File: src/rtl/rgb_ram_pkg.sv
// rgb_ram_pkg: shared definitions for the RGB RAM read path.
//   - reader FSM state encoding
//   - RAM geometry (ADDR_W, DATA_W)
//   - default substitute colour pushed on a response timeout
//   - next_addr(): modulo-256 address step
package rgb_ram_pkg;

  localparam int ADDR_W = 8;
  localparam int DATA_W = 24;
  localparam int LEN_W  = ADDR_W + 1;

  localparam logic [DATA_W-1:0] ERR_COLOR_DEF = 24'hFF00FF;

  typedef enum logic [1:0] {
    ST_IDLE  = 2'd0,
    ST_ISSUE = 2'd1,
    ST_WAIT  = 2'd2,
    ST_DONE  = 2'd3
  } state_e;

  // Address step wraps naturally at the RAM size.
  function automatic logic [ADDR_W-1:0] next_addr(input logic [ADDR_W-1:0] a);
    return a + 8'd1;
  endfunction

endpackage

File: src/rtl/sync_fifo.sv
// sync_fifo: single-clock FIFO with registered occupancy flags.
// Ports:
//   i_clk, i_rst_n        clock, async active-low reset
//   i_push, i_push_data   write side (ignored when full)
//   i_pop                 read side (ignored when empty)
//   o_pop_data            head word (zero after reset)
//   o_full, o_empty       registered occupancy flags
//   o_count               registered occupancy, 0..DEPTH
// DEPTH must be a power of two, >= 2.
module sync_fifo #(
  parameter  int WIDTH = 24,
  parameter  int DEPTH = 4,
  localparam int PTR_W = $clog2(DEPTH),
  localparam int CNT_W = PTR_W + 1
) (
  input  logic             i_clk,
  input  logic             i_rst_n,
  input  logic             i_push,
  input  logic [WIDTH-1:0] i_push_data,
  input  logic             i_pop,
  output logic [WIDTH-1:0] o_pop_data,
  output logic             o_full,
  output logic             o_empty,
  output logic [CNT_W-1:0] o_count
);

  logic [WIDTH-1:0] mem_q [DEPTH];
  logic [WIDTH-1:0] mem_d [DEPTH];
  logic [PTR_W-1:0] wr_ptr_q, wr_ptr_d;
  logic [PTR_W-1:0] rd_ptr_q, rd_ptr_d;
  logic [CNT_W-1:0] count_q, count_d;
  logic             full_q, empty_q;
  logic             wr_en_s, rd_en_s;

  assign wr_en_s = i_push && !full_q;
  assign rd_en_s = i_pop && !empty_q;

  // Next-state for storage, pointers and occupancy.
  always_comb begin
    mem_d    = mem_q;
    wr_ptr_d = wr_ptr_q;
    rd_ptr_d = rd_ptr_q;
    count_d  = count_q;
    if (wr_en_s) begin
      mem_d[wr_ptr_q] = i_push_data;
      wr_ptr_d        = wr_ptr_q + {{(PTR_W-1){1'b0}}, 1'b1};
    end else begin
      wr_ptr_d = wr_ptr_q;
    end
    if (rd_en_s) begin
      rd_ptr_d = rd_ptr_q + {{(PTR_W-1){1'b0}}, 1'b1};
    end else begin
      rd_ptr_d = rd_ptr_q;
    end
    case ({wr_en_s, rd_en_s})
      2'b10:   count_d = count_q + {{(CNT_W-1){1'b0}}, 1'b1};
      2'b01:   count_d = count_q - {{(CNT_W-1){1'b0}}, 1'b1};
      default: count_d = count_q;
    endcase
  end

  // FIFO state registers; storage is cleared so the head reads zero after reset.
  always_ff @(posedge i_clk or negedge i_rst_n) begin
    if (!i_rst_n) begin
      for (int i = 0; i < DEPTH; i++) begin
        mem_q[i] <= '0;
      end
      wr_ptr_q <= '0;
      rd_ptr_q <= '0;
      count_q  <= '0;
      full_q   <= 1'b0;
      empty_q  <= 1'b1;
    end else begin
      mem_q    <= mem_d;
      wr_ptr_q <= wr_ptr_d;
      rd_ptr_q <= rd_ptr_d;
      count_q  <= count_d;
      full_q   <= (count_d == CNT_W'(DEPTH));
      empty_q  <= (count_d == '0);
    end
  end

  assign o_pop_data = mem_q[rd_ptr_q];
  assign o_full     = full_q;
  assign o_empty    = empty_q;
  assign o_count    = count_q;

endmodule

File: src/rtl/rgb_ram_reader.sv
// rgb_ram_reader: burst read initiator for the 256x24 RGB RAM.
// A block request (base, length) becomes a sequence of one-cycle read
// strobes, one outstanding at a time; returned words are queued in a
// sync_fifo and drained over a valid/ready pixel stream.
// Ports:
//   i_clk, i_rst_n                      clock, async active-low reset
//   i_start, i_base_addr, i_len         block request (len 0..256)
//   o_busy, o_done                      burst in progress / completion pulse
//   o_read, o_read_addr                 RAM read strobe and address
//   i_rgb_data, i_rgb_valid             RAM response
//   o_pix_data, o_pix_valid, i_pix_ready  pixel stream
//   o_err                               sticky response-timeout flag
// Build option: define RGB_READER_TIMEOUT_EN to enable the response
// timeout (ERR_COLOR substituted, o_err set); otherwise o_err is 0.
module rgb_ram_reader
  import rgb_ram_pkg::*;
#(
  parameter int                DEPTH          = 4,
  parameter int                TIMEOUT_CYCLES = 15,
  parameter logic [DATA_W-1:0] ERR_COLOR      = ERR_COLOR_DEF
) (
  input  logic              i_clk,
  input  logic              i_rst_n,
  input  logic              i_start,
  input  logic [ADDR_W-1:0] i_base_addr,
  input  logic [LEN_W-1:0]  i_len,
  output logic              o_busy,
  output logic              o_done,
  output logic              o_read,
  output logic [ADDR_W-1:0] o_read_addr,
  input  logic [DATA_W-1:0] i_rgb_data,
  input  logic              i_rgb_valid,
  output logic [DATA_W-1:0] o_pix_data,
  output logic              o_pix_valid,
  input  logic              i_pix_ready,
  output logic              o_err
);

  localparam int CNT_W = $clog2(DEPTH) + 1;

  state_e            state_q, state_d;
  logic [ADDR_W-1:0] addr_q, addr_d;
  logic [LEN_W-1:0]  cnt_q, cnt_d;
  logic              busy_q, busy_d;
  logic              done_q, done_d;
  logic              read_q, read_d;

  logic              push_s;
  logic [DATA_W-1:0] push_data_s;
  logic              resp_s;
  logic              pop_s;
  logic              room_s;
  logic [CNT_W-1:0]  occ_next_s;
  logic              fifo_full_s, fifo_empty_s;
  logic [CNT_W-1:0]  fifo_count_s;

`ifdef RGB_READER_TIMEOUT_EN
  logic [7:0] tmo_q, tmo_d;
  logic       err_q, err_d;
  logic       timeout_s;

  // WAIT cycles are counted from the strobe cycle onwards.
  assign timeout_s = (state_q == ST_WAIT) && !i_rgb_valid &&
                     (tmo_q == 8'(TIMEOUT_CYCLES - 1));
`endif

  assign pop_s = !fifo_empty_s && i_pix_ready;

  // Occupancy after this cycle's push; decides whether the next strobe can
  // follow the response directly (3-cycle cadence) or must wait in ISSUE.
  assign occ_next_s = fifo_count_s + CNT_W'(1) - CNT_W'(pop_s);
  assign room_s     = (occ_next_s < CNT_W'(DEPTH));

  // Next-state and registered-output logic for the burst sequencer.
  always_comb begin
    state_d     = state_q;
    addr_d      = addr_q;
    cnt_d       = cnt_q;
    busy_d      = busy_q;
    done_d      = 1'b0;
    read_d      = 1'b0;
    push_s      = 1'b0;
    push_data_s = i_rgb_data;
    resp_s      = i_rgb_valid;
`ifdef RGB_READER_TIMEOUT_EN
    err_d = err_q;
    tmo_d = tmo_q;
    if (timeout_s) begin
      resp_s      = 1'b1;
      push_data_s = ERR_COLOR;
    end else begin
      resp_s      = i_rgb_valid;
      push_data_s = i_rgb_data;
    end
`endif
    case (state_q)
      ST_IDLE: begin
        if (i_start) begin
`ifdef RGB_READER_TIMEOUT_EN
          err_d = 1'b0;
`endif
          if (i_len == 9'd0) begin
            done_d = 1'b1;
          end else begin
            state_d = ST_ISSUE;
            addr_d  = i_base_addr;
            cnt_d   = i_len;
            busy_d  = 1'b1;
          end
        end else begin
          state_d = ST_IDLE;
        end
      end
      ST_ISSUE: begin
        if (!fifo_full_s) begin
          read_d  = 1'b1;
          state_d = ST_WAIT;
`ifdef RGB_READER_TIMEOUT_EN
          tmo_d = 8'd0;
`endif
        end else begin
          state_d = ST_ISSUE;
        end
      end
      ST_WAIT: begin
        if (resp_s) begin
          push_s = 1'b1;
          addr_d = next_addr(addr_q);
          cnt_d  = cnt_q - 9'd1;
`ifdef RGB_READER_TIMEOUT_EN
          if (!i_rgb_valid) begin
            err_d = 1'b1;
          end else begin
            err_d = err_q;
          end
`endif
          if (cnt_q == 9'd1) begin
            state_d = ST_DONE;
            done_d  = 1'b1;
          end else if (room_s && !read_q) begin
            // Strobe the next address straight away; WAIT already gave
            // the required low cycle before it.
            read_d  = 1'b1;
            state_d = ST_WAIT;
`ifdef RGB_READER_TIMEOUT_EN
            tmo_d = 8'd0;
`endif
          end else begin
            state_d = ST_ISSUE;
          end
        end else begin
          state_d = ST_WAIT;
`ifdef RGB_READER_TIMEOUT_EN
          tmo_d = tmo_q + 8'd1;
`endif
        end
      end
      ST_DONE: begin
        busy_d  = 1'b0;
        state_d = ST_IDLE;
      end
      default: begin
        busy_d  = 1'b0;
        state_d = ST_IDLE;
      end
    endcase
  end

  // Sequencer state and registered control outputs.
  always_ff @(posedge i_clk or negedge i_rst_n) begin
    if (!i_rst_n) begin
      state_q <= ST_IDLE;
      addr_q  <= 8'd0;
      cnt_q   <= 9'd0;
      busy_q  <= 1'b0;
      done_q  <= 1'b0;
      read_q  <= 1'b0;
    end else begin
      state_q <= state_d;
      addr_q  <= addr_d;
      cnt_q   <= cnt_d;
      busy_q  <= busy_d;
      done_q  <= done_d;
      read_q  <= read_d;
    end
  end

`ifdef RGB_READER_TIMEOUT_EN
  // Timeout counter and sticky error flag.
  always_ff @(posedge i_clk or negedge i_rst_n) begin
    if (!i_rst_n) begin
      tmo_q <= 8'd0;
      err_q <= 1'b0;
    end else begin
      tmo_q <= tmo_d;
      err_q <= err_d;
    end
  end

  assign o_err = err_q;
`else
  assign o_err = 1'b0;
`endif

  sync_fifo #(
    .WIDTH (DATA_W),
    .DEPTH (DEPTH)
  ) u_fifo (
    .i_clk       (i_clk),
    .i_rst_n     (i_rst_n),
    .i_push      (push_s),
    .i_push_data (push_data_s),
    .i_pop       (pop_s),
    .o_pop_data  (o_pix_data),
    .o_full      (fifo_full_s),
    .o_empty     (fifo_empty_s),
    .o_count     (fifo_count_s)
  );

  assign o_busy      = busy_q;
  assign o_done      = done_q;
  assign o_read      = read_q;
  assign o_read_addr = addr_q;
  assign o_pix_valid = !fifo_empty_s;

endmodule

File: config.mk
export PLATFORM = sky130hd
export DESIGN_NAME = rgb_ram_reader
export DESIGN_NICKNAME = d
export VERILOG_FILES = /design/src/rtl/rgb_ram_pkg.sv /design/src/rtl/sync_fifo.sv /design/src/rtl/rgb_ram_reader.sv
export SDC_FILE = /design/constraint.sdc
export NUM_CORES = 1
export LEC_CHECK = 0
export ABC_AREA = 0
export CAP_MARGIN = 40
export CORE_UTILIZATION = 50
export CTS_CLUSTER_SIZE = 16
export DETAILED_ROUTE_END_ITERATION = 7
export GPL_TIMING_DRIVEN = 0
export MAX_ROUTING_LAYER = met4
export PLACE_DENSITY = 0.84
export SETUP_SLACK_MARGIN = 0.3
export SYNTH_ARGS = -nofsm -noshare
export SYNTH_HDL_FRONTEND = slang
export SYNTH_SLANG_ARGS = --single-unit
File: constraint.sdc
create_clock -name i_clk -period 5.1 [get_ports i_clk]
set_clock_uncertainty 0.1 [all_clocks]
set_input_delay 1.02 -clock i_clk [delete_from_list [all_inputs] [get_ports i_clk]]
set_output_delay 1.02 -clock i_clk [all_outputs]
set_load 0.005 [all_outputs]
==> results.sh <==
export IMPL_status="finished, final reports clean"
export IMPL_start_util_pct=51.87
export IMPL_htreeDepth=4
export IMPL_hp_class="flip-flop to flip-flop"
export IMPL_crit_required_ps=3980
export IMPL_layout_nets=629
export IMPL_p_leak_nw=3.565
export IMPL_die_w_um=114.3
export IMPL_cp_data_arrival_time_ps=2580
export IMPL_synth_xor_area_share_pct=0.6942
export IMPL_drc_errors=0
export IMPL_synth_top_family_by_area="multiplexers"
export IMPL_power_total_mw=4.878
export IMPL_setup_slack_ps=1404
export IMPL_syn_inst=465
export IMPL_design_area_mm2=0.007961
export IMPL_synth_edf_count=0
export IMPL_first_global_vias=4671
export IMPL_synth_seq_cells=127
export IMPL_power_density_mw_per_mm2=612.8
export IMPL_end_kind="primary output"
export IMPL_diodes=0
export IMPL_wl_per_cell_um=18.94
export IMPL_fin_tns_setup_ps=0
export IMPL_period_share_pct=72.46
export IMPL_max_vdd_ir_drop_mv=0.3558
export IMPL_crit_path_max_fanout=10
export IMPL_cts_root_buf="clkbuf_16"
export IMPL_antenna_found_initial=0
export IMPL_synthAdderAreaFrac_pct=3.372
export IMPL_grt_util_all_layers_pct=24.52
export IMPL_fin_hold_ws_ps=390.4
export IMPL_vias_per_cell=5.778
export IMPL_internal_power_mw=3.343
export IMPL_syn2layout_area_growth_pct=26.20
export IMPL_syn_nets=528
export IMPL_clock_sinks=127
export IMPL_io_pin_count=83
export IMPL_final_cell_mix="126 x dfrtp_1, 86 x mux2_2, 80 x clkdlybuf4s50_1"
export IMPL_dpl_cell_area_mm2=0.007358
export IMPL_gp_congestion=0.8765
export IMPL_netlist_area_mm2=0.006309
export IMPL_critical_path_class="flip-flop to primary output"
export IMPL_synth_cell_type_count=62
export IMPL_routed_wl_um=14150
export IMPL_cts_hold_buf=0
export IMPL_rr_worst_depth=9
export IMPL_grt_overflow=0
export IMPL_die_h_um=114.3
export IMPL_ys_flop_type="dfrtp_1"
export IMPL_cts_resized=0
export IMPL_first_pass_iters=4
export IMPL_final_common_cell="dfrtp_1"
export IMPL_tritoncts="built"
export IMPL_fin_util_pct=65.46
export IMPL_ant_nets=0
export IMPL_combPwrFrac_pct=39.7
export IMPL_whs_path_depth=1
export IMPL_postSynthAreaPerCell_um2=13.57
export IMPL_dp_cells=715
export IMPL_fill_cells=884
export IMPL_final_layout_size_suffix_gt1_share_pct=31.61
export IMPL_drv_cap=0
export IMPL_startpoint_type="flip-flop"
export IMPL_slew_headroom_pct=52.77
export IMPL_p_seq_share_pct=35.6
export IMPL_core_area_mm2=0.01216
export IMPL_rows=40
export IMPL_grt_setup_unrepaired="no"
export IMPL_grt_pass1_wl_um=23290
export IMPL_slew_viol_final=0
export IMPL_path_clk_slew_ps=60
export IMPL_insertion_delay_ps=420
export IMPL_dpl_hpwl_um=9752
export IMPL_cts_setup_buffers=0
export IMPL_p_sw_mw=1.535
export IMPL_fin_crit_ps=3696
export IMPL_p_sw_share_pct=31.47
export IMPL_async_reset_ff_share_pct=100.0
export IMPL_synth_area_mux_share_pct=26.93
export IMPL_yosysSeqAreaShare_pct=50.40
export IMPL_worst_pin_slew_ps=708.5
export IMPL_numCtsBuffers=17
export IMPL_grt_max_degree=75
export IMPL_fmax_mhz=270.6
export IMPL_post_layout_nonfiller_instances=747
export IMPL_p_clk_share_pct=24.7
export IMPL_port_buffers=81
export IMPL_vias=4316
export IMPL_synth_simple_area_share_pct=8.766
export IMPL_drt_iter0_drc=313
export IMPL_die_area_mm2=0.01307
export IMPL_setup_viol=0
export IMPL_yosys_warnings=0
export IMPL_synth_compound_area_share_pct=6.743
export IMPL_finalHoldViolations=0
export IMPL_clk_path_buf_depth=2
export IMPL_place_ws_ps=1788
layer usage:
metal	share of wire, %	global-route usage (%)
met5	0	-
met2	52	40.81
met3	5.8	6.300
met4	2.0	10.04
met1	40	28.39
kinds of logic after synthesis:
group / after synthesis
buffers and inverters: 42
adders and majority gates: 17
muxes: 127
DFF: 127
xor gates and xnor gates: 5
and+or+nand+nor: 85
other: 1
AOI/OAI and AO/OA: 61
flip-flops by register name, indices dropped and copies added (netlist names):
register and flops:
u_fifo.o_empty 1, o_read 1, u_fifo.rd_ptr_q 2, cnt_q 9
o_read_addr 8, u_fifo.o_count 3, u_fifo.o_full 1, state_q 2
o_busy 1, u_fifo.wr_ptr_q 2, u_fifo.mem_q 96, o_done 1
power groups by stage:
stage                     clock network (mW)  logic, mW  registers [mW]
final                                   1.20       1.94            1.74
after CTS                               1.23       1.96            1.73
after global routing                    1.27       2.10            1.79
after global placement                     0       1.86            1.70
after floorplan                            0       1.22            1.66
after detailed placement                   0       1.94            1.74
area by class of cell:
class	count	area [µm²]	area share [%]
Sequential cell	127	3179	39.93
Multi-Input combinational cell	296	2938	36.90
Timing Repair Buffer	82	839.6	10.55
Clock buffer	20	466.7	5.862
Tap cell	168	210.2	2.640
Clock inverter	12	136.4	1.713
Buffer	26	131.4	1.650
Inverter	16	60.06	0.7544
Yosys cell counts, drive strengths merged (6+ instances only):
master  instances  area [µm²]
a21oi          13       65.06
and2            6       37.54
buf            18       101.3
clkbuf          8       30.03
dfrtp         126        3153
ha             17       212.7
inv            16       60.06
mux2           99        1119
mux4           24       540.5
nand2          15       88.84
nand3          10       55.05
nor2           13       65.06
nor3           16       85.08
o21ai          11       55.05
o32ai           7       61.31
path summary, 6_finish.rpt:
path,start,to,slack (ps)
worst max-delay path,u_fifo.rd_ptr_q[1],o_pix_data[4],1400
worst min-delay path,u_fifo.mem_q[55],u_fifo.mem_q[55],390
worst max register to register,state_q[0],u_fifo.o_full,2540
worst min register to register,u_fifo.mem_q[55],u_fifo.mem_q[55],390
max in group asynchronous,i_rst_n,u_fifo.mem_q[8],3720
min in group asynchronous,i_rst_n,u_fifo.o_count[2],460
critical path, stage by stage (launching register included):
cell,delay (ps)
dfrtp_1,320
clkbuf_1,350
clkbuf_1,590
mux4_2,430
clkdlybuf4s50_1,460
Note: power is estimated with default switching activity, not from simulation.
